**src/rtl/hssl_apb_initiator_pkg.sv**
```systemverilog
//==============================================================================
// hssl_apb_initiator_pkg -- shared FSM encoding, reply constants and address helper. Rev 1.0
//==============================================================================
`default_nettype none

`ifndef REG_ADR_BITS
`define REG_ADR_BITS 12
`endif
`ifndef APB_ADR_BITS
`define APB_ADR_BITS 16
`endif
`ifndef BAD_REG
`define BAD_REG 32'hBAD0_0BAD
`endif

package hssl_apb_initiator_pkg;

  localparam int unsigned APB_TIMEOUT_DEF = 256;
  localparam int unsigned RPL_ERR_BIT     = 0;

  typedef logic [1:0] apb_state_t;

  localparam logic [1:0] ST_IDLE   = 2'd0;
  localparam logic [1:0] ST_SETUP  = 2'd1;
  localparam logic [1:0] ST_ACCESS = 2'd2;
  localparam logic [1:0] ST_REPLY  = 2'd3;

  // Register word address to APB byte address; the slave strips the two LSBs again.
  function automatic logic [`APB_ADR_BITS-1:0] word_to_byte(input logic [`REG_ADR_BITS-1:0] a);
    logic [`REG_ADR_BITS+1:0] b;
    b = {a, 2'b00};
    return `APB_ADR_BITS'(b);
  endfunction

endpackage

`default_nettype wire

```
**src/rtl/hssl_apb_watchdog.sv**
```systemverilog
//==============================================================================
// hssl_apb_watchdog -- ACCESS-phase pready timeout counter (used under HSSL_APB_TIMEOUT_EN). Rev 1.0
//==============================================================================
`default_nettype none

module hssl_apb_watchdog
  import hssl_apb_initiator_pkg::*;
#(
  parameter int unsigned TIMEOUT_CYCLES = APB_TIMEOUT_DEF
) (
  input  logic clk,
  input  logic resetn,
  input  logic clear_in,
  input  logic run_in,
  input  logic pready_in,
  output logic expired_out
);

  localparam logic [15:0] LIMIT = 16'(TIMEOUT_CYCLES - 1);

  logic [15:0] cnt_q;
  logic [15:0] cnt_d;

  always_comb begin
    cnt_d = cnt_q;
    if (clear_in) begin
      cnt_d = '0;
    end else if (run_in && !pready_in && (cnt_q != LIMIT)) begin
      cnt_d = cnt_q + 16'd1;
    end
  end

  always_ff @(posedge clk or negedge resetn) begin
    if (!resetn) begin
      cnt_q <= '0;
    end else begin
      cnt_q <= cnt_d;
    end
  end

  assign expired_out = run_in && !pready_in && (cnt_q == LIMIT);

endmodule

`default_nettype wire

```
**src/rtl/hssl_apb_initiator.sv**
```systemverilog
//==============================================================================
// hssl_apb_initiator -- APB master turning register commands into APB transfers and reply packets.
// Optional ACCESS timeout: HSSL_APB_TIMEOUT_EN. Rev 1.0
//==============================================================================
`default_nettype none

module hssl_apb_initiator
  import hssl_apb_initiator_pkg::*;
#(
  parameter int unsigned TIMEOUT_CYCLES = APB_TIMEOUT_DEF
) (
  input  logic                     clk,
  input  logic                     resetn,
  input  logic [`REG_ADR_BITS-1:0] cmd_addr_in,
  input  logic [31:0]              cmd_wdata_in,
  input  logic                     cmd_write_in,
  input  logic                     cmd_vld_in,
  output logic                     cmd_rdy_out,
  input  logic [31:0]              reply_key_in,
  output logic                     apb_psel_out,
  output logic                     apb_penable_out,
  output logic                     apb_pwrite_out,
  output logic [`APB_ADR_BITS-1:0] apb_paddr_out,
  output logic [31:0]              apb_pwdata_out,
  input  logic [31:0]              apb_prdata_in,
  input  logic                     apb_pready_in,
  input  logic                     apb_pslverr_in,
  output logic [31:0]              rpl_key_out,
  output logic [31:0]              rpl_data_out,
  output logic                     rpl_vld_out,
  input  logic                     rpl_rdy_in,
  output logic                     busy_out
);

  apb_state_t               state_q,   state_d;
  logic                     psel_q,    psel_d;
  logic                     penable_q, penable_d;
  logic                     pwrite_q,  pwrite_d;
  logic [`APB_ADR_BITS-1:0] paddr_q,   paddr_d;
  logic [31:0]              pwdata_q,  pwdata_d;
  logic [31:0]              rpl_key_q, rpl_key_d;
  logic [31:0]              rpl_data_q, rpl_data_d;
  logic                     rpl_vld_q, rpl_vld_d;
  logic                     timeout;

`ifdef HSSL_APB_TIMEOUT_EN
  hssl_apb_watchdog #(
    .TIMEOUT_CYCLES (TIMEOUT_CYCLES)
  ) u_watchdog (
    .clk         (clk),
    .resetn      (resetn),
    .clear_in    (state_q == ST_SETUP),
    .run_in      (state_q == ST_ACCESS),
    .pready_in   (apb_pready_in),
    .expired_out (timeout)
  );
`else
  logic [15:0] unused_timeout_cycles;
  assign unused_timeout_cycles = 16'(TIMEOUT_CYCLES);
  assign timeout = 1'b0;
`endif

  always_comb begin
    state_d    = state_q;
    psel_d     = psel_q;
    penable_d  = penable_q;
    pwrite_d   = pwrite_q;
    paddr_d    = paddr_q;
    pwdata_d   = pwdata_q;
    rpl_key_d  = rpl_key_q;
    rpl_data_d = rpl_data_q;
    rpl_vld_d  = rpl_vld_q;
    case (state_q)
      ST_IDLE: begin
        if (cmd_vld_in) begin
          state_d  = ST_SETUP;
          psel_d   = 1'b1;
          paddr_d  = word_to_byte(cmd_addr_in);
          pwrite_d = cmd_write_in;
          pwdata_d = cmd_wdata_in;
        end
      end
      ST_SETUP: begin
        state_d   = ST_ACCESS;
        penable_d = 1'b1;
      end
      ST_ACCESS: begin
        if (apb_pready_in || timeout) begin
          psel_d    = 1'b0;
          penable_d = 1'b0;
          pwrite_d  = 1'b0;
          pwdata_d  = '0;
          state_d   = ST_IDLE;
          // pwrite_q/pwdata_q still hold the command on this edge
          if (!apb_pready_in) begin
            state_d                = ST_REPLY;
            rpl_vld_d              = 1'b1;
            rpl_key_d              = reply_key_in;
            rpl_key_d[RPL_ERR_BIT] = 1'b1;
            rpl_data_d             = `BAD_REG;
          end else if (!pwrite_q || apb_pslverr_in) begin
            state_d                = ST_REPLY;
            rpl_vld_d              = 1'b1;
            rpl_key_d              = reply_key_in;
            rpl_key_d[RPL_ERR_BIT] = apb_pslverr_in;
            rpl_data_d             = pwrite_q ? pwdata_q : apb_prdata_in;
          end
        end
      end
      ST_REPLY: begin
        if (rpl_rdy_in) begin
          rpl_vld_d = 1'b0;
          state_d   = ST_IDLE;
        end
      end
      default: state_d = ST_IDLE;
    endcase
  end

  always_ff @(posedge clk or negedge resetn) begin
    if (!resetn) begin
      state_q    <= ST_IDLE;
      psel_q     <= 1'b0;
      penable_q  <= 1'b0;
      pwrite_q   <= 1'b0;
      paddr_q    <= '0;
      pwdata_q   <= '0;
      rpl_key_q  <= '0;
      rpl_data_q <= '0;
      rpl_vld_q  <= 1'b0;
    end else begin
      state_q    <= state_d;
      psel_q     <= psel_d;
      penable_q  <= penable_d;
      pwrite_q   <= pwrite_d;
      paddr_q    <= paddr_d;
      pwdata_q   <= pwdata_d;
      rpl_key_q  <= rpl_key_d;
      rpl_data_q <= rpl_data_d;
      rpl_vld_q  <= rpl_vld_d;
    end
  end

  assign cmd_rdy_out     = (state_q == ST_IDLE);
  assign busy_out        = (state_q != ST_IDLE);
  assign apb_psel_out    = psel_q;
  assign apb_penable_out = penable_q;
  assign apb_pwrite_out  = pwrite_q;
  assign apb_paddr_out   = paddr_q;
  assign apb_pwdata_out  = pwdata_q;
  assign rpl_key_out     = rpl_key_q;
  assign rpl_data_out    = rpl_data_q;
  assign rpl_vld_out     = rpl_vld_q;

endmodule

`default_nettype wire

```
**config.mk**
```make
export PLATFORM = sky130hd
export DESIGN_NAME = hssl_apb_initiator
export DESIGN_NICKNAME = d
export VERILOG_FILES = /design/src/rtl/hssl_apb_initiator_pkg.sv /design/src/rtl/hssl_apb_watchdog.sv /design/src/rtl/hssl_apb_initiator.sv
export SDC_FILE = /design/constraint.sdc
export NUM_CORES = 1
export LEC_CHECK = 0
export CAP_MARGIN = 20
export CORE_MARGIN = 2
export CORE_UTILIZATION = 41
export CTS_BUF_LIST = sky130_fd_sc_hd__clkbuf_8 sky130_fd_sc_hd__clkbuf_16
export DETAILED_ROUTE_END_ITERATION = 12
export PLACE_DENSITY = 0.83
export RECOVER_POWER = 25
export SLEW_MARGIN = 10
export SYNTH_ARGS = -nofsm -noshare
export SYNTH_HDL_FRONTEND = slang
export SYNTH_HIERARCHICAL = 1
export SYNTH_SLANG_ARGS = --single-unit
```
**constraint.sdc**
```tcl
create_clock -name clk -period 1.8 [get_ports clk]
set_input_delay 0.36 -clock clk [delete_from_list [all_inputs] [get_ports clk]]
set_output_delay 0.36 -clock clk [all_outputs]
set_load 0.1 [all_outputs]
```
==> impl_metrics.tcl <==
set metrics [dict create \
    cts.htree.levels 4 \
    design.core.area_sq_um 11960 \
    synth.avg_cell_area_sq_um 16.13 \
    setup_tns_ns 0 \
    post-synth-top-count-cell "sky130_fd_sc_hd__dfrtp_1" \
    setup_repair_after_global_routing_missed_its_margin "no" \
    clockRootBuffer "sky130_fd_sc_hd__clkbuf_16" \
    period_needed_ns 1.733 \
    number_of_placement_rows 40 \
    num-nets-final 663 \
    grt_pass1_wl_microns 23450 \
    clk_transition_reported_paths_ns 0.05 \
    cts_tree "yes" \
    reg2reg_setup_slack_ns 0.11 \
    clock_path_buffers 2 \
    drt_first_iter_violations 244 \
    clock_buffers_created_by_tritoncts 17 \
    yosysUniqueCellTypes 25 \
    synth_commonest_cells "114 x sky130_fd_sc_hd__dfrtp_1, 60 x sky130_fd_sc_hd__mux2_4, 47 x sky130_fd_sc_hd__mux2_2" \
    worstHoldPathType "in -> reg" \
    timing.final.hold_violations 0 \
    worst_skew_pair.late_latency_ns 0.42 \
    cts.sink_count 114 \
    synthesis.yosys.warnings 6 \
    y_dimension_of_the_die_microns 114.3 \
    timing.final.setup_violations 0 \
    postRouteWirelength_microns 14920 \
    crit_path_top_delay_cell "sky130_fd_sc_hd__dfrtp_1" \
    crit_path_end_kind "primary output" \
    finish.utilization_pct 76.50 \
    synth-edff-count 0 \
    synthCells 309 \
    drive_gt1_share_pct 48.30 \
    antenna_violations_before_repair 0 \
    yosysTopAreaCellShare_pct 57.24 \
    startpoint_type "flip-flop" \
    start_util_pct 41.66 \
    overall_via_count_from_detail_route 3610 \
    place_hpwl_microns 10490 \
    place.gp.congestion 0.7905 \
    antenna-diode-count 0 \
    crit_required_ns 1.44 \
    grt_pass1_vias 4137 \
    detail_route.wl_per_cell_microns 21.13 \
    final_cells 706 \
    crit_chain "nor2_4 -> inv_1 -> buf_12" \
    asyncSetResetFlopFracSynth_pct 100.0 \
    ys_seq_elements 114 \
    synth_sequential_area_ratio_pct 57.24 \
    ant_nets 0 \
    floorplan.die_area_sq_um 13050 \
    max_cap_viol_count 0 \
    sequential_cell_area_sq_um 2858 \
    min_period_over_period_pct 96.28 \
    place.port_buffers 227 \
    drc 0 \
    area.growth.synth_to_final_pct 83.61 \
    overflow 0 \
    finClkSkew_ns 0.01228 \
    critical_path.max_fanout 9 \
    max_clock_freq_mhz 577.0 \
    slew_violations 0 \
    post_synth_main_area_contributors "sky130_fd_sc_hd__dfrtp_1 57%, sky130_fd_sc_hd__mux2_4 18%, sky130_fd_sc_hd__mux2_2 11%, sky130_fd_sc_hd__a22o_1 5.8%, sky130_fd_sc_hd__buf_12 2.4%" \
    layout.filler_cells 658 \
    setup.worst_path.class "reg -> out" \
    max_slew.worst_pin.slew_ns 0.8432 \
    post_synth_instance_area_sq_um 4984 \
    relative_max_transition_margin_pct 43.79 \
    status "completed" \
    grt_use_total_pct 24.00 \
    grt_max_degree 61 \
    synth.largest_area_cell "sky130_fd_sc_hd__dfrtp_1" \
    timing.critical_path.slowest_cell_delay_ns 0.49 \
    drt_first_pass_iters 4 \
    floorplan.io_pins 233 \
    placedCellCount 675 \
    area_of_the_multi_input_gates_sq_um 1897 \
    dominantRegCellSynth "sky130_fd_sc_hd__dfrtp_1" \
    arrival_ns 1.37 \
    dieWidth_microns 114.3 \
    route.detailed.vias_per_inst 5.113 \
]
## through the flow
| step | hold WS [ns] | setup slack (ns) | area [sq um] |
|---|---|---|---|
| finish | 0.5536 | 0.06697 | 9150 |
| global route | 0.5558 | 0.01915 | 9150 |
| CTS | 0.5414 | 0.04749 | 9178 |
| detailed placement | 0.3929 | -0.1829 | 8568 |
| global placement | 0.3876 | -0.1398 | 8568 |
| floorplan | 0.06441 | -0.1452 | 5029 |
## cells by family after synthesis
logic type / count (synthesis) / share of synthesized area [%]
AO/OA/AOI/OAI: 46 / 7.206
flip-flops: 114 / 57.24
AND/OR/NAND/NOR: 12 / 1.431
other: 1 / 0.07525
buffers and inverters: 29 / 5.348
multiplexers: 107 / 28.70
## worst paths after layout
check | to | cells past startpoint | startpoint
worst max-delay path | busy_out | 3 | state_q[1]
worst min-delay path | apb_pwdata_out[7] | 2 | cmd_wdata_in[7]
worst max register to register | rpl_key_out[18] | 4 | state_q[1]
worst min register to register | rpl_data_out[31] | 1 | rpl_data_out[31]
max in group asynchronous | rpl_data_out[30] | 3 | resetn
min in group asynchronous | rpl_key_out[2] | 3 | resetn
## timing repair
action,CTS,global route
buffers inserted,0,0
resized for setup,0,1
endpoints found under the hold margin,114,0
endpoints found under the setup margin,0,1
hold buffers,1,0
## placed cells by master, fill, tap and decap left out, types with 4 or more instances in the layout
cell type,netlist,final
sky130_fd_sc_hd__conb_1,1,4
sky130_fd_sc_hd__clkdlybuf4s50_1,0,112
sky130_fd_sc_hd__a21oi_1,5,5
sky130_fd_sc_hd__nand2_1,4,4
sky130_fd_sc_hd__mux2_2,47,47
sky130_fd_sc_hd__mux2_4,60,60
sky130_fd_sc_hd__a22o_1,33,33
sky130_fd_sc_hd__dfrtp_1,114,112
sky130_fd_sc_hd__buf_4,7,6
sky130_fd_sc_hd__buf_12,6,120
sky130_fd_sc_hd__clkbuf_16,0,17
sky130_fd_sc_hd__o21ai_0,6,6
sky130_fd_sc_hd__inv_1,4,6
sky130_fd_sc_hd__clkbuf_8,0,7
## area by class of cell
cell class	count	share of cell area, %
clock buffers	24	5.702
clock inverters	6	0.8478
inverters	4	0.1641
multi-input cells	169	20.73
flip-flops and latches	114	31.23
well taps	147	2.010
repair buffers	242	39.31
## routing by layer
metal  global-route usage (%)  up-vias  part of all wire (%)
li1                         -     1581                     -
met1                    27.23     1819                    37
met2                    41.51      184                    52
met3                    8.523       26                   8.4
met4                    9.268        0                   2.1
met5                        0        -                     0
## state kept, by name, indices dropped and copies added (netlist names)
register         flops
apb_paddr_out       12
state_q              2
apb_penable_out      1
apb_pwdata_out      32
rpl_key_out         32
apb_psel_out         1
rpl_data_out        32
apb_pwrite_out       1
rpl_vld_out          1
## worst max-delay path: cells and delay by family (launching register included)
family | cells | cell delay (ns)
and+or+nand+nor | 1 | 0.20
DFF | 1 | 0.49
buffers and inverters | 2 | 0.27
Power is left out: the tool's default activity adds up to more than one toggle a clock period on the data nets, which glitch-free logic cannot reach.
